[config.mk]
export PLATFORM = sky130hd
export DESIGN_NAME = adder_sequencer
export DESIGN_NICKNAME = d
export VERILOG_FILES = /design/src/rtl/adder_seq_pkg.sv /design/src/rtl/btn_pulse.sv /design/src/rtl/carry_select_adder.sv /design/src/rtl/adder_sequencer.sv
export SDC_FILE = /design/constraint.sdc
export NUM_CORES = 1
export LEC_CHECK = 0
export CELL_PAD_IN_SITES_DETAIL_PLACEMENT = 0
export CELL_PAD_IN_SITES_GLOBAL_PLACEMENT = 1
export CORE_ASPECT_RATIO = 2
export CORE_UTILIZATION = 44
export CTS_BUF_LIST = sky130_fd_sc_hd__clkbuf_4 sky130_fd_sc_hd__clkbuf_8
export DETAILED_ROUTE_END_ITERATION = 16
export GPL_TIMING_DRIVEN = 0
export PLACE_DENSITY_LB_ADDON = 0.1
export SLEW_MARGIN = 15
export SYNTH_ARGS = -nofsm -noshare
export SYNTH_HDL_FRONTEND = slang
export SYNTH_SLANG_ARGS = --single-unit
[constraint.sdc]
create_clock -name clk -period 3.2 [get_ports clk]
set_clock_uncertainty 0.2 [all_clocks]
set_input_delay 0.48 -clock clk [delete_from_list [all_inputs] [get_ports clk]]
set_output_delay 0.48 -clock clk [all_outputs]
set_load 0.01 [all_outputs]
[src/rtl/adder_seq_pkg.sv]
// Shared definitions for the adder sequencer.
// Provides the FSM encoding, the operand word geometry, the operand-assembly
// record and the byte-load helper used for both operands.
package adder_seq_pkg;

  localparam int unsigned WORD_W         = 32;
  localparam int unsigned BYTES_PER_WORD = 4;
  localparam int unsigned CNT_BITS       = $clog2(BYTES_PER_WORD);
  localparam logic [CNT_BITS-1:0] CNT_MAX = CNT_BITS'(BYTES_PER_WORD - 1);

  typedef enum logic [1:0] {
    LOAD = 2'd0,
    CALC = 2'd1,
    DONE = 2'd2
  } state_e;

  // One operand under assembly: the word, the next byte slot and the full flag.
  typedef struct packed {
    logic [WORD_W-1:0]   word;
    logic [CNT_BITS-1:0] cnt;
    logic                full;
  } operand_t;

  // Applies one button pulse to an operand. A pulse on a full operand starts
  // it over at byte 0; the stale upper bytes are overwritten before it fills.
  function automatic operand_t load_byte(operand_t op, logic [7:0] val);
    operand_t res;
    res = op;
    if (op.full) begin
      res.word[7:0] = val;
      res.cnt       = CNT_BITS'(1);
      res.full      = 1'b0;
    end else begin
      res.word[8*op.cnt +: 8] = val;
      res.full                = (op.cnt == CNT_MAX);
      res.cnt                 = op.cnt + 1'b1;
    end
    return res;
  endfunction

endpackage

[src/rtl/btn_pulse.sv]
// Push-button front end: two-flop synchroniser, optional debounce, and a
// rising-edge detector producing one clock-wide pulse per press.
// Optional feature macro: ADDER_SEQ_DEBOUNCE_EN (debounce counter enabled).
// Ports:
//   clk   - system clock
//   rst_n - asynchronous active-low reset
//   btn   - raw button level, asynchronous to clk
//   pulse - single-cycle pulse on each accepted press
module btn_pulse #(
  parameter int unsigned      CNT_W           = 16,
  parameter logic [CNT_W-1:0] DEBOUNCE_CYCLES = 16'd50000
) (
  input  logic clk,
  input  logic rst_n,
  input  logic btn,
  output logic pulse
);

  logic sync1_q, sync2_q;
  logic level;
  logic level_prev_q;

  always_ff @(posedge clk or negedge rst_n) begin
    if (!rst_n) begin
      sync1_q <= 1'b0;
      sync2_q <= 1'b0;
    end else begin
      sync1_q <= btn;
      sync2_q <= sync1_q;
    end
  end

`ifdef ADDER_SEQ_DEBOUNCE_EN
  logic [CNT_W-1:0] cnt_q, cnt_d;
  logic             deb_q, deb_d;

  // The level only follows the synced input after it has disagreed for
  // DEBOUNCE_CYCLES consecutive clocks; any agreement restarts the count.
  always_comb begin
    cnt_d = '0;
    deb_d = deb_q;
    if (sync2_q != deb_q) begin
      if (cnt_q == DEBOUNCE_CYCLES - 1'b1) begin
        deb_d = sync2_q;
      end else begin
        cnt_d = cnt_q + 1'b1;
      end
    end
  end

  always_ff @(posedge clk or negedge rst_n) begin
    if (!rst_n) begin
      cnt_q <= '0;
      deb_q <= 1'b0;
    end else begin
      cnt_q <= cnt_d;
      deb_q <= deb_d;
    end
  end

  assign level = deb_q;
`else
  logic unused_cfg;
  assign unused_cfg = ^DEBOUNCE_CYCLES;
  assign level      = sync2_q;
`endif

  always_ff @(posedge clk or negedge rst_n) begin
    if (!rst_n) begin
      level_prev_q <= 1'b0;
    end else begin
      level_prev_q <= level;
    end
  end

  assign pulse = level & ~level_prev_q;

endmodule

[src/rtl/carry_select_adder.sv]
// 32-bit combinational carry-select adder: the lower half ripples from cin,
// the upper half is computed for both carry values and selected by the lower
// half's carry-out.
// Ports:
//   a, b - 32-bit operands
//   cin  - carry-in
//   sum  - 32-bit sum
//   cout - carry-out
module carry_select_adder (
  input  logic [31:0] a,
  input  logic [31:0] b,
  input  logic        cin,
  output logic [31:0] sum,
  output logic        cout
);

  logic [16:0] lo, hi0, hi1;

  assign lo  = {1'b0, a[15:0]}  + {1'b0, b[15:0]}  + {16'd0, cin};
  assign hi0 = {1'b0, a[31:16]} + {1'b0, b[31:16]};
  assign hi1 = {1'b0, a[31:16]} + {1'b0, b[31:16]} + 17'd1;

  assign sum[15:0]     = lo[15:0];
  assign {cout, sum[31:16]} = lo[16] ? hi1 : hi0;

endmodule

[src/rtl/adder_sequencer.sv]
// Board front end for the 32-bit carry-select adder. Operands A and B are
// assembled LSB-first from the switch byte under push-button strobes, one
// registered add is run, and the sum is shown a byte at a time on the LEDs.
// Optional feature macro: ADDER_SEQ_DEBOUNCE_EN (button debounce in btn_pulse).
// Ports:
//   clk, rst_n     - clock, asynchronous active-low reset
//   inp            - switch byte to load
//   cin            - adder carry-in, sampled in the add cycle
//   setA, setB     - raw push-buttons loading the next byte of A / B
//   select         - sum byte shown on out (0 = LSB)
//   out, cout      - selected sum byte and carry-out, zero while not done
//   setaled/setbled       - A / B fully loaded
//   select0led/select1led - mirror select
//   done           - result valid
module adder_sequencer
  import adder_seq_pkg::*;
#(
  parameter int unsigned      CNT_W           = 16,
  parameter logic [CNT_W-1:0] DEBOUNCE_CYCLES = 16'd50000
) (
  input  logic       clk,
  input  logic       rst_n,
  input  logic [7:0] inp,
  input  logic       cin,
  input  logic       setA,
  input  logic       setB,
  input  logic [1:0] select,
  output logic [7:0] out,
  output logic       cout,
  output logic       setaled,
  output logic       setbled,
  output logic       select0led,
  output logic       select1led,
  output logic       done
);

  logic a_pls, b_pls;

  btn_pulse #(
    .CNT_W          (CNT_W),
    .DEBOUNCE_CYCLES(DEBOUNCE_CYCLES)
  ) u_btn_a (
    .clk  (clk),
    .rst_n(rst_n),
    .btn  (setA),
    .pulse(a_pls)
  );

  btn_pulse #(
    .CNT_W          (CNT_W),
    .DEBOUNCE_CYCLES(DEBOUNCE_CYCLES)
  ) u_btn_b (
    .clk  (clk),
    .rst_n(rst_n),
    .btn  (setB),
    .pulse(b_pls)
  );

  state_e            state_q, state_d;
  operand_t          op_a_q, op_a_d, op_b_q, op_b_d;
  logic [WORD_W-1:0] sum_q, sum_d;
  logic              cout_q, cout_d;
  logic              done_q, done_d;
  logic [WORD_W-1:0] add_sum;
  logic              add_cout;

  carry_select_adder u_adder (
    .a   (op_a_q.word),
    .b   (op_b_q.word),
    .cin (cin),
    .sum (add_sum),
    .cout(add_cout)
  );

  always_comb begin
    state_d = state_q;
    op_a_d  = op_a_q;
    op_b_d  = op_b_q;
    sum_d   = sum_q;
    cout_d  = cout_q;
    done_d  = done_q;

    // Byte loading is independent of the FSM so both buttons can land at once.
    if (a_pls) begin
      op_a_d = load_byte(op_a_q, inp);
    end
    if (b_pls) begin
      op_b_d = load_byte(op_b_q, inp);
    end

    unique case (state_q)
      LOAD: begin
        if (op_a_q.full && op_b_q.full) begin
          state_d = CALC;
        end
      end
      CALC: begin
        sum_d   = add_sum;
        cout_d  = add_cout;
        done_d  = 1'b1;
        state_d = DONE;
      end
      DONE: begin
        if (a_pls || b_pls) begin
          done_d  = 1'b0;
          state_d = LOAD;
        end
      end
      default: state_d = LOAD;
    endcase
  end

  always_ff @(posedge clk or negedge rst_n) begin
    if (!rst_n) begin
      state_q <= LOAD;
      op_a_q  <= '0;
      op_b_q  <= '0;
      sum_q   <= '0;
      cout_q  <= 1'b0;
      done_q  <= 1'b0;
    end else begin
      state_q <= state_d;
      op_a_q  <= op_a_d;
      op_b_q  <= op_b_d;
      sum_q   <= sum_d;
      cout_q  <= cout_d;
      done_q  <= done_d;
    end
  end

  assign out        = done_q ? sum_q[8*select +: 8] : 8'h00;
  assign cout       = done_q & cout_q;
  assign done       = done_q;
  assign setaled    = op_a_q.full;
  assign setbled    = op_b_q.full;
  assign select0led = select[0];
  assign select1led = select[1];

endmodule

Yosys cells after proc, flatten, opt, wreduce, memory -nomap -nowiden:

Cells that the tools add are included.

* register bits: 112
* logic and storage cells: 63

* add/subtract/negate cells: 8
* equal/unequal tests: 6
* shifts and indexed selects: 5
* muxes and demuxes: 11
* bitwise gates (word level): 7
* reduce and logical (&&, ||, !) cells: 8

Operators with widths (count)
* $neg A5 Y34: 2
* $shift A8 B34 Y32 const A: 2
* $shiftx A8 B34 Y32: 2
* $bwmux W32: 2
* $add A16 B16 Y17: 2
* $shiftx A32 B6 Y8: 1
* $mux W11: 2
* $add A17 B1 Y17: 1
* $add A17 B1 Y17 const B: 1
* $mux W17: 1
* $mux W8: 1
* $reduce_and A2 Y1: 4
* $eq A2 B2 Y1 const B: 3
* $pmux W2 S3: 1
* $add A2 B1 Y2 const B: 2
* $mux W2: 2
* $ne A2 B2 Y1 const B: 2
* $not A1 Y1: 4
* $and A1 B1 Y1: 3
* $eq A2 B1 Y1 const B: 1
* $logic_not A2 Y1: 1
* $pmux W1 S2: 1
* $reduce_bool A2 Y1: 1
* $logic_and A1 B1 Y1: 1
* other kinds (2): 2

Depth between registers and ports, before layout:

Gate-level depths: netlist (run 1).

* depth in word-level cells: 5
* mapped depth: 12
* mapped depth without buffers: 12

Cells and area by module:

Synthesis (run 1) repeated with hierarchy kept, for this count alone.

* cells, all modules: 556
* area, all modules: 6508.7 sq um

Modules (own cells, without submodules)
* adder_sequencer: times used 1, cells each 297, area each 4438.0 sq um, sequential area each 2652.5 sq um
* carry_select_adder: times used 1, cells each 251, area each 1893.1 sq um, sequential area each 0.0 sq um
* btn_pulse: times used 2, cells each 4, area each 88.8 sq um, sequential area each 75.1 sq um

Least setup slack after synthesis (run 1):

OpenSTA, ideal clock, no wires.

* path type: register to register
* start: reg op_a_q[19] in the netlist's numbering
* end: reg sum_q[31]
* arrival: 3.000 ns
* slack: -0.082 ns
* stages on the path, launching flop included: 11
* buffers on the path: 0
* clock period less this slack: 3.282 ns
* cell sequence: dfrtp_1 -> ha_1 -> fa_1 -> a211oi_1 -> o21ai_1 -> a21oi_1 -> xor2_1 -> a2111oi_4 -> nand2_1 -> or4_1 -> a31oi_1

* word-level cells in the longest chain between the ends: 3

RTL lines
* start: declaration: RTL line adder_sequencer.sv:60 `operand_t op_a_q, op_a_d, op_b_q, op_b_d;`
* start signal: assignment: RTL line adder_sequencer.sv:123 `op_a_q <= op_a_d;`
* $add A16 B16 Y17 *: RTL line carry_select_adder.sv:20, carry_select_adder.sv:21
* $add A17 B1 Y17: RTL line carry_select_adder.sv:21 `assign hi1 = {1'b0, a[31:16]} + {1'b0, b[31:16]} + 17'd1;`
* $mux W17 *: RTL line carry_select_adder.sv:24 `assign {cout, sum[31:16]} = lo[16] ? hi1 : hi0;`
* end signal: assignment: RTL line adder_sequencer.sv:125 `sum_q <= sum_d;`
* end: declaration: RTL line adder_sequencer.sv:61 `logic [WORD_W-1:0] sum_q, sum_d;`

Mark *: on every way between the ends. The rest lies on a longest branch, timed or not.
A chain may end at the register's enable or synchronous reset.

Final worst setup path (run 1):

* start: reg op_b_q[19] in the netlist's numbering
* end: reg sum_q[31]

* word-level cells in the longest chain between the ends: 3

RTL lines
* start: declaration: RTL line adder_sequencer.sv:60
* start signal: assignment: RTL line adder_sequencer.sv:124 `op_b_q <= op_b_d;`
* $add A16 B16 Y17 *: RTL line carry_select_adder.sv:20, carry_select_adder.sv:21
* $add A17 B1 Y17: RTL line carry_select_adder.sv:21
* $mux W17 *: RTL line carry_select_adder.sv:24

Marks and branches as above.

==> results of run 1 <==
cell families after synthesis:
family,Yosys count,share of synthesized area (%)
AOI/OAI and AO/OA,200,20.2
xor gates and xnor gates,27,3.59
adders and majority gates,43,8.50
buffers and inverters,54,3.32
DFF,112,42.5
muxes,11,3.21
and+or+nand+nor,273,18.7
cells in the mapped netlist (10+ instances only):
| cell type | number |
|---|---|
| nand2_1 | 161 |
| clkbuf_1 | 22 |
| o21ai_0 | 86 |
| o21a_1 | 12 |
| nor3_1 | 19 |
| a22o_1 | 16 |
| xnor2_1 | 13 |
| xor2_1 | 14 |
| nand3_1 | 12 |
| a21oi_1 | 19 |
| ha_1 | 40 |
| dfrtp_1 | 112 |
| inv_1 | 17 |
| and2_1 | 10 |
| nor2_1 | 28 |
final cells by class:
type,instances,area [um2]
Fill cell,1443,7130
Inverter,17,63.8
Clock inverter,7,80.1
Tap cell,195,244
Clock buffer,9,124
Sequential cell,112,2800
Buffer,37,155
Timing Repair Buffer,41,390
Multi-Input combinational cell,554,3750
state kept, by name, summed over array words and instances (netlist names), 2 cells and up:
register	count
op_a_q	34
op_b_q	34
state_q	2
sum_q	32
stage by stage:
stage | TNS [ns] | instances | cell area [um2]
6_report | -0.122 | 972 | 7610
5_1_grt | -0.749 | 972 | 7610
4_1_cts | -0.604 | 962 | 7460
3_5_place_dp | -14.16 | 934 | 7060
3_3_place_gp | -316.13 | 933 | 7030
2_1_floorplan | -0.113 | 720 | 6610
power breakdown:
part           internal [mW]  switching [mW]
clock network          0.317           0.545
logic                   1.79            2.36
registers               2.00           0.517
timing repair:
| action | CTS | global route |
|---|---|---|
| resized for setup | 21 | 17 |
| pin swaps | 18 | 22 |
| setup endpoints to repair | 17 | 15 |
| hold endpoints to repair | 30 | 0 |
| hold buffers | 1 | 0 |
| setup buffers | 11 | 10 |
layer usage:
layer,up-vias,global-route usage (%)
li1,2633,-
met1,2623,26.7
met2,95,46.5
met3,22,2.41
met4,0,9.01
met5,-,0
worst paths after layout:
| check | startpoint | to | slack, ns | depth (start not counted) |
|---|---|---|---|---|
| setup / recovery | op_b_q[19] | sum_q[31] | -0.05 | 10 |
| hold / removal | u_btn_a.sync1_q | u_btn_a.level | 0.17 | 0 |
| setup reg to reg | op_b_q[19] | sum_q[31] | -0.05 | 10 |
| hold reg to reg | u_btn_a.sync1_q | u_btn_a.level | 0.17 | 0 |
| max in group asynchronous | rst_n | op_b_q[19] | 1.72 | 3 |
| min in group asynchronous | rst_n | sum_q[21] | 0.34 | 2 |
worst max-delay path, cell delays in order (launching register included):
cell	delay, ns
dfrtp_2	0.47
ha_4	0.18
fa_2	0.38
a211oi_4	0.35
o21ai_2	0.13
a21oi_2	0.23
o21ai_2	0.10
a2111oi_4	0.35
nand2_1	0.11
or4_1	0.51
a31oi_1	0.17
==> flow_summary.yaml, run 1 <==
status:
  status: "finished with violations"
  violations: "negative setup slack"
synth:
  synth_area_um2: 6590
  synth_top_area_share_pct: 42.5
  syn_avg_cell_area_um2: 9.16
  ys_seq_area_share_pct: 42.5
  synth_ff_type: "dfrtp_1"
  yosysTopAreaCell: "dfrtp_1"
  synth_edf_count: 0
  synth.area.top_cells: "dfrtp_1 (43%), nand2_1 (9.2%), ha_1 (7.6%)"
  ys_seq_elements: 112
  synth_warnings: 0
  syn-instance-count: 720
  netlist-cell-type-count: 61
  synth_nets: 778
  async_flop_share_pct: 100
finish:
  final_cell_mix: "nand2_1 (161), dfrtp_1 (111), o21ai_0 (84), ha_1 (37), nor2_1 (28)"
  num-nets-final: 830
  final_common_cell: "nand2_1"
  areaGrowthSynthToFinish_pct: 15.5
  post-route-util_pct: 51.7
  diodes: 0
  final_layout_size_suffix_gt1_share_pct: 12.2
job:
  cap_viol_max_count: 0
sta:
  post-route-worst-setup-slack_ns: -0.0516
  grt_setup_unrepaired: "true"
  max_slew.worst_pin.slew_ns: 1.14
  fin_crit_ns: 3.25
  fin_hold_ws_ns: 0.167
  slew_headroom_pct: 23.7
  hold_viol: 0
  post-route-period-util_pct: 102
  fmax_mhz: 308
  finalSetupViolCount: 3
  final_max_slew_viol_count: 0
clock_network:
  htree_levels: 3
  cts-root-buf: "clkbuf_8"
  insertion_delay_ns: 0.39
  cts_tree: "yes"
  tritoncts.num_buffers: 9
  clkSlewWorstSetupHoldPaths_ns: 0.13
  clk_path_buf_depth: 2
  cts.sinks: 112
grt:
  grt_pass1_vias: 5245
  gr-total-overflow: 0
  grt_pass1_wl_mm: 28.3
  grt_usage_pct: 24.4
  antenna_found_initial: 0
  grt_max_degree: 83
routing:
  wire_per_inst_um: 18.3
  wl_met1_mm: 6.73
  top_layer_used: "met4"
  routed-wl-met3_um: 407
  viasPerCell: 5.53
  drt_pass1_iterations: 5
  antenna_left: 0
  drt-initial-drc-count: 306
  drcViolationCount: 0
  vias: 5373
  wl_met2_mm: 10.2
  routed_wl_mm: 17.8
placement:
  gp_congestion: 0.874
  io_buffers: 18
  dp_hpwl_mm: 13.9
  dpl_worst_slack_ns: -1.18
floorplan:
  die_w_um: 88.6
  rows: 63
  die_area_um2: 15500
  die_h_um: 175
  ioPinCount: 29
  core_area_um2: 14700
  initial_core_util_pct: 44.7
pwr:
  power.leakage_nw: 3.33
  power.density_nw_per_um2: 989
  peakVddDrop_v: 0.000569
  p_total_mw: 7.53
worst_setup_path:
  crit_type: "reg -> reg"
  critPathLaunchType: "flip-flop"
  cp_data_arrival_time_ns: 3.35
  critical_path_required_ns: 3.30
  crit_path_end_kind: "flip-flop"
  cp_max_fo: 4
worst_hold_path:
  hp-class: "reg -> reg"
(Power assumes the default switching activity.)
==> run 2, diff against run 1 <==
CAP_MARGIN = 20   (was default)
CORE_UTILIZATION = 53   (was 44)
clock period = 3.8 ns   (was 3.2 ns; I/O delays follow)
==> run 2 against run 1 <==
Compared with the run above:
- the run now ends clean
- worst setup slack gained 0.25 ns
- global-route usage grew 3.3 points
- final cell count shrank 6.7%
- sequential power shrank 17%
- critical path depth grew 3
- via count shrank 1.4%
- power shrank 20%
- wire length shrank 6.3%
- worst hold slack lost 0.0010 ns
- count of clock-buffer cells in the layout is the same
==> flow_summary.yaml, run 2 (synthesized netlist as in run 1, its figures left out) <==
sta:
  final_max_slew_viol_count: 0
  post-route-period-util_pct: 94.8
  fin_crit_ns: 3.60
  fin_hold_ws_ns: 0.166
  max_slew.worst_pin.slew_ns: 1.06
  finalSetupViolCount: 0
  grt_setup_unrepaired: "false"
  fmax_mhz: 278
  slew_headroom_pct: 28.5
  hold_viol: 0
  tns_ns: 0
clock_network:
  insertion_delay_ns: 0.40
  cts_tree: "yes"
  tritoncts.num_buffers: 9
  htree_levels: 3
  clk_path_buf_depth: 2
  cts-root-buf: "clkbuf_8"
  clkSlewWorstSetupHoldPaths_ns: 0.13
  cts.sinks: 112
job:
  cap_viol_max_count: 0
placement:
  dp_hpwl_mm: 13.2
  placed_area_um2: 6990
  io_buffers: 18
  gp_congestion: 0.833
grt:
  antenna_found_initial: 0
  gr-total-overflow: 0
  grt_pass1_vias: 5204
  grt_pass1_wl_mm: 26.7
  grt_usage_pct: 27.7
  grt_max_degree: 67
finish:
  top_regs: "op_a_q x34, op_b_q x34, sum_q x32"
  final_cell_mix: "nand2_1 (161), dfrtp_1 (112), o21ai_0 (86), ha_1 (40), nor2_1 (28)"
  areaGrowthSynthToFinish_pct: 10.3
  fin_area_um2: 7280
  final_common_cell: "nand2_1"
  num-nets-final: 813
  post-route-util_pct: 60.0
  final_layout_size_suffix_gt1_share_pct: 7.50
  diodes: 0
worst_setup_path:
  crit_path_end_kind: "flip-flop"
  cp_data_arrival_time_ns: 3.72
  path_cells: "clkdlybuf4s50_1 -> inv_1 -> fa_1 -> inv_1 -> fa_1 -> a211oi_1 -> o21a_1 -> nor3_2 -> o2111ai_2 -> a21oi_2 -> nand2_1 -> or4_1 -> a31oi_1"
  slowest_delay_ns: 0.51
  critical_path_required_ns: 3.92
  critPathSlowestCell: "or4_1"
  critPathLaunchType: "input port"
  reg2reg_slack_ns: 0.24
  cp_max_fo: 3
  crit_type: "in -> reg"
  cp_top_family: "compound AO/OA/AOI/OAI gates"
  crit_path_start: "cin"
  path_buf_inv: 3
  r2r-start: "op_b_q[19]"
worst_hold_path:
  hp-class: "reg -> reg"
  hold_path.startpoint: "u_btn_b.sync1_q"
pwr:
  peakVddDrop_v: 0.000391
  power.leakage_nw: 3.21
  power.density_nw_per_um2: 828
floorplan:
  die_h_um: 160
  rows: 57
  die_area_um2: 12900
  initial_core_util_pct: 54.4
  core_area_um2: 12100
  die_w_um: 80.9
  ioPinCount: 29
routing:
  wire_per_inst_um: 18.4
  routed_wl_mm: 16.6
  drt_pass1_iterations: 4
  viasPerCell: 5.84
  drt-initial-drc-count: 171
  drcViolationCount: 0
  antenna_left: 0
  vias: 5296
status:
  status: "completed"
[run 2: cell count changes in the layout (fill, tap and decap cells not counted), sizes merged]
cell	delta
buf	-17
clkdlybuf4s50	+1
clkinv	+2
clkinvlp	-1
dlymetal6s2s	-1
inv	-1
[run 2: repair_timing]
action	CTS	global route
resized for setup	2	4
pin swaps	2	2
buffers inserted	1	2
endpoints found under the hold margin	46	0
hold buffers	1	0
setup endpoints to repair	3	3
[run 2: stage by stage]
stage	worst slack (ns)	total power [mW]	std cells
after detailed placement	-0.596	5.26	886
after global placement	-2.14	5.14	885
after floorplan	0.450	4.33	720
after CTS	0.0612	6.02	904
after global routing	0.0597	6.52	907
final	0.199	6.02	907
[run 2: report_power, final]
group | switching [mW] | leakage (nW) | internal (mW)
combinational | 1.86 | 1.72 | 1.32
sequential | 0.411 | 1.38 | 1.68
clock | 0.472 | 0.108 | 0.273
total | 2.75 | 3.21 | 3.28
[run 2: layout make-up]
type                    instances  area, um2
inverters                      17       63.8
plain buffers                  37        155
well taps                     147        184
fillers                      1064       4850
multi-input cells             554       3610
clock inverters                 7       93.8
repair buffers                 24        246
clock buffers                   9        124
flip-flops and latches        112       2800
[run 2: metal layers]
layer | track usage (%) | vias up | wire [um]
met1 | 31.1 | 2543 | 6390
met3 | 3.94 | 37 | 498
met4 | 13.1 | 0 | 800
met2 | 49.7 | 102 | 8960
met5 | 0 | - | 0
li1 | - | 2614 | -
[run 2: final timing paths]
kind / end / cells after the start
worst max-delay path: sum_q[31] / 13
max in group asynchronous: op_a_q[18] / 3
worst max register to register: sum_q[31] / 10
min in group asynchronous: sum_q[27] / 2
worst min-delay path: u_btn_b.level / 0
worst min register to register: u_btn_b.level / 0
[run 2: worst register-to-register path, delay by kind of cell (launching register included)]
kind	cells	cell delay, ns
AOI/OAI and AO/OA	5	1.39
xor gates and xnor gates	1	0.16
and+or+nand+nor	2	0.64
DFF	1	0.43
adders and majority gates	2	0.67
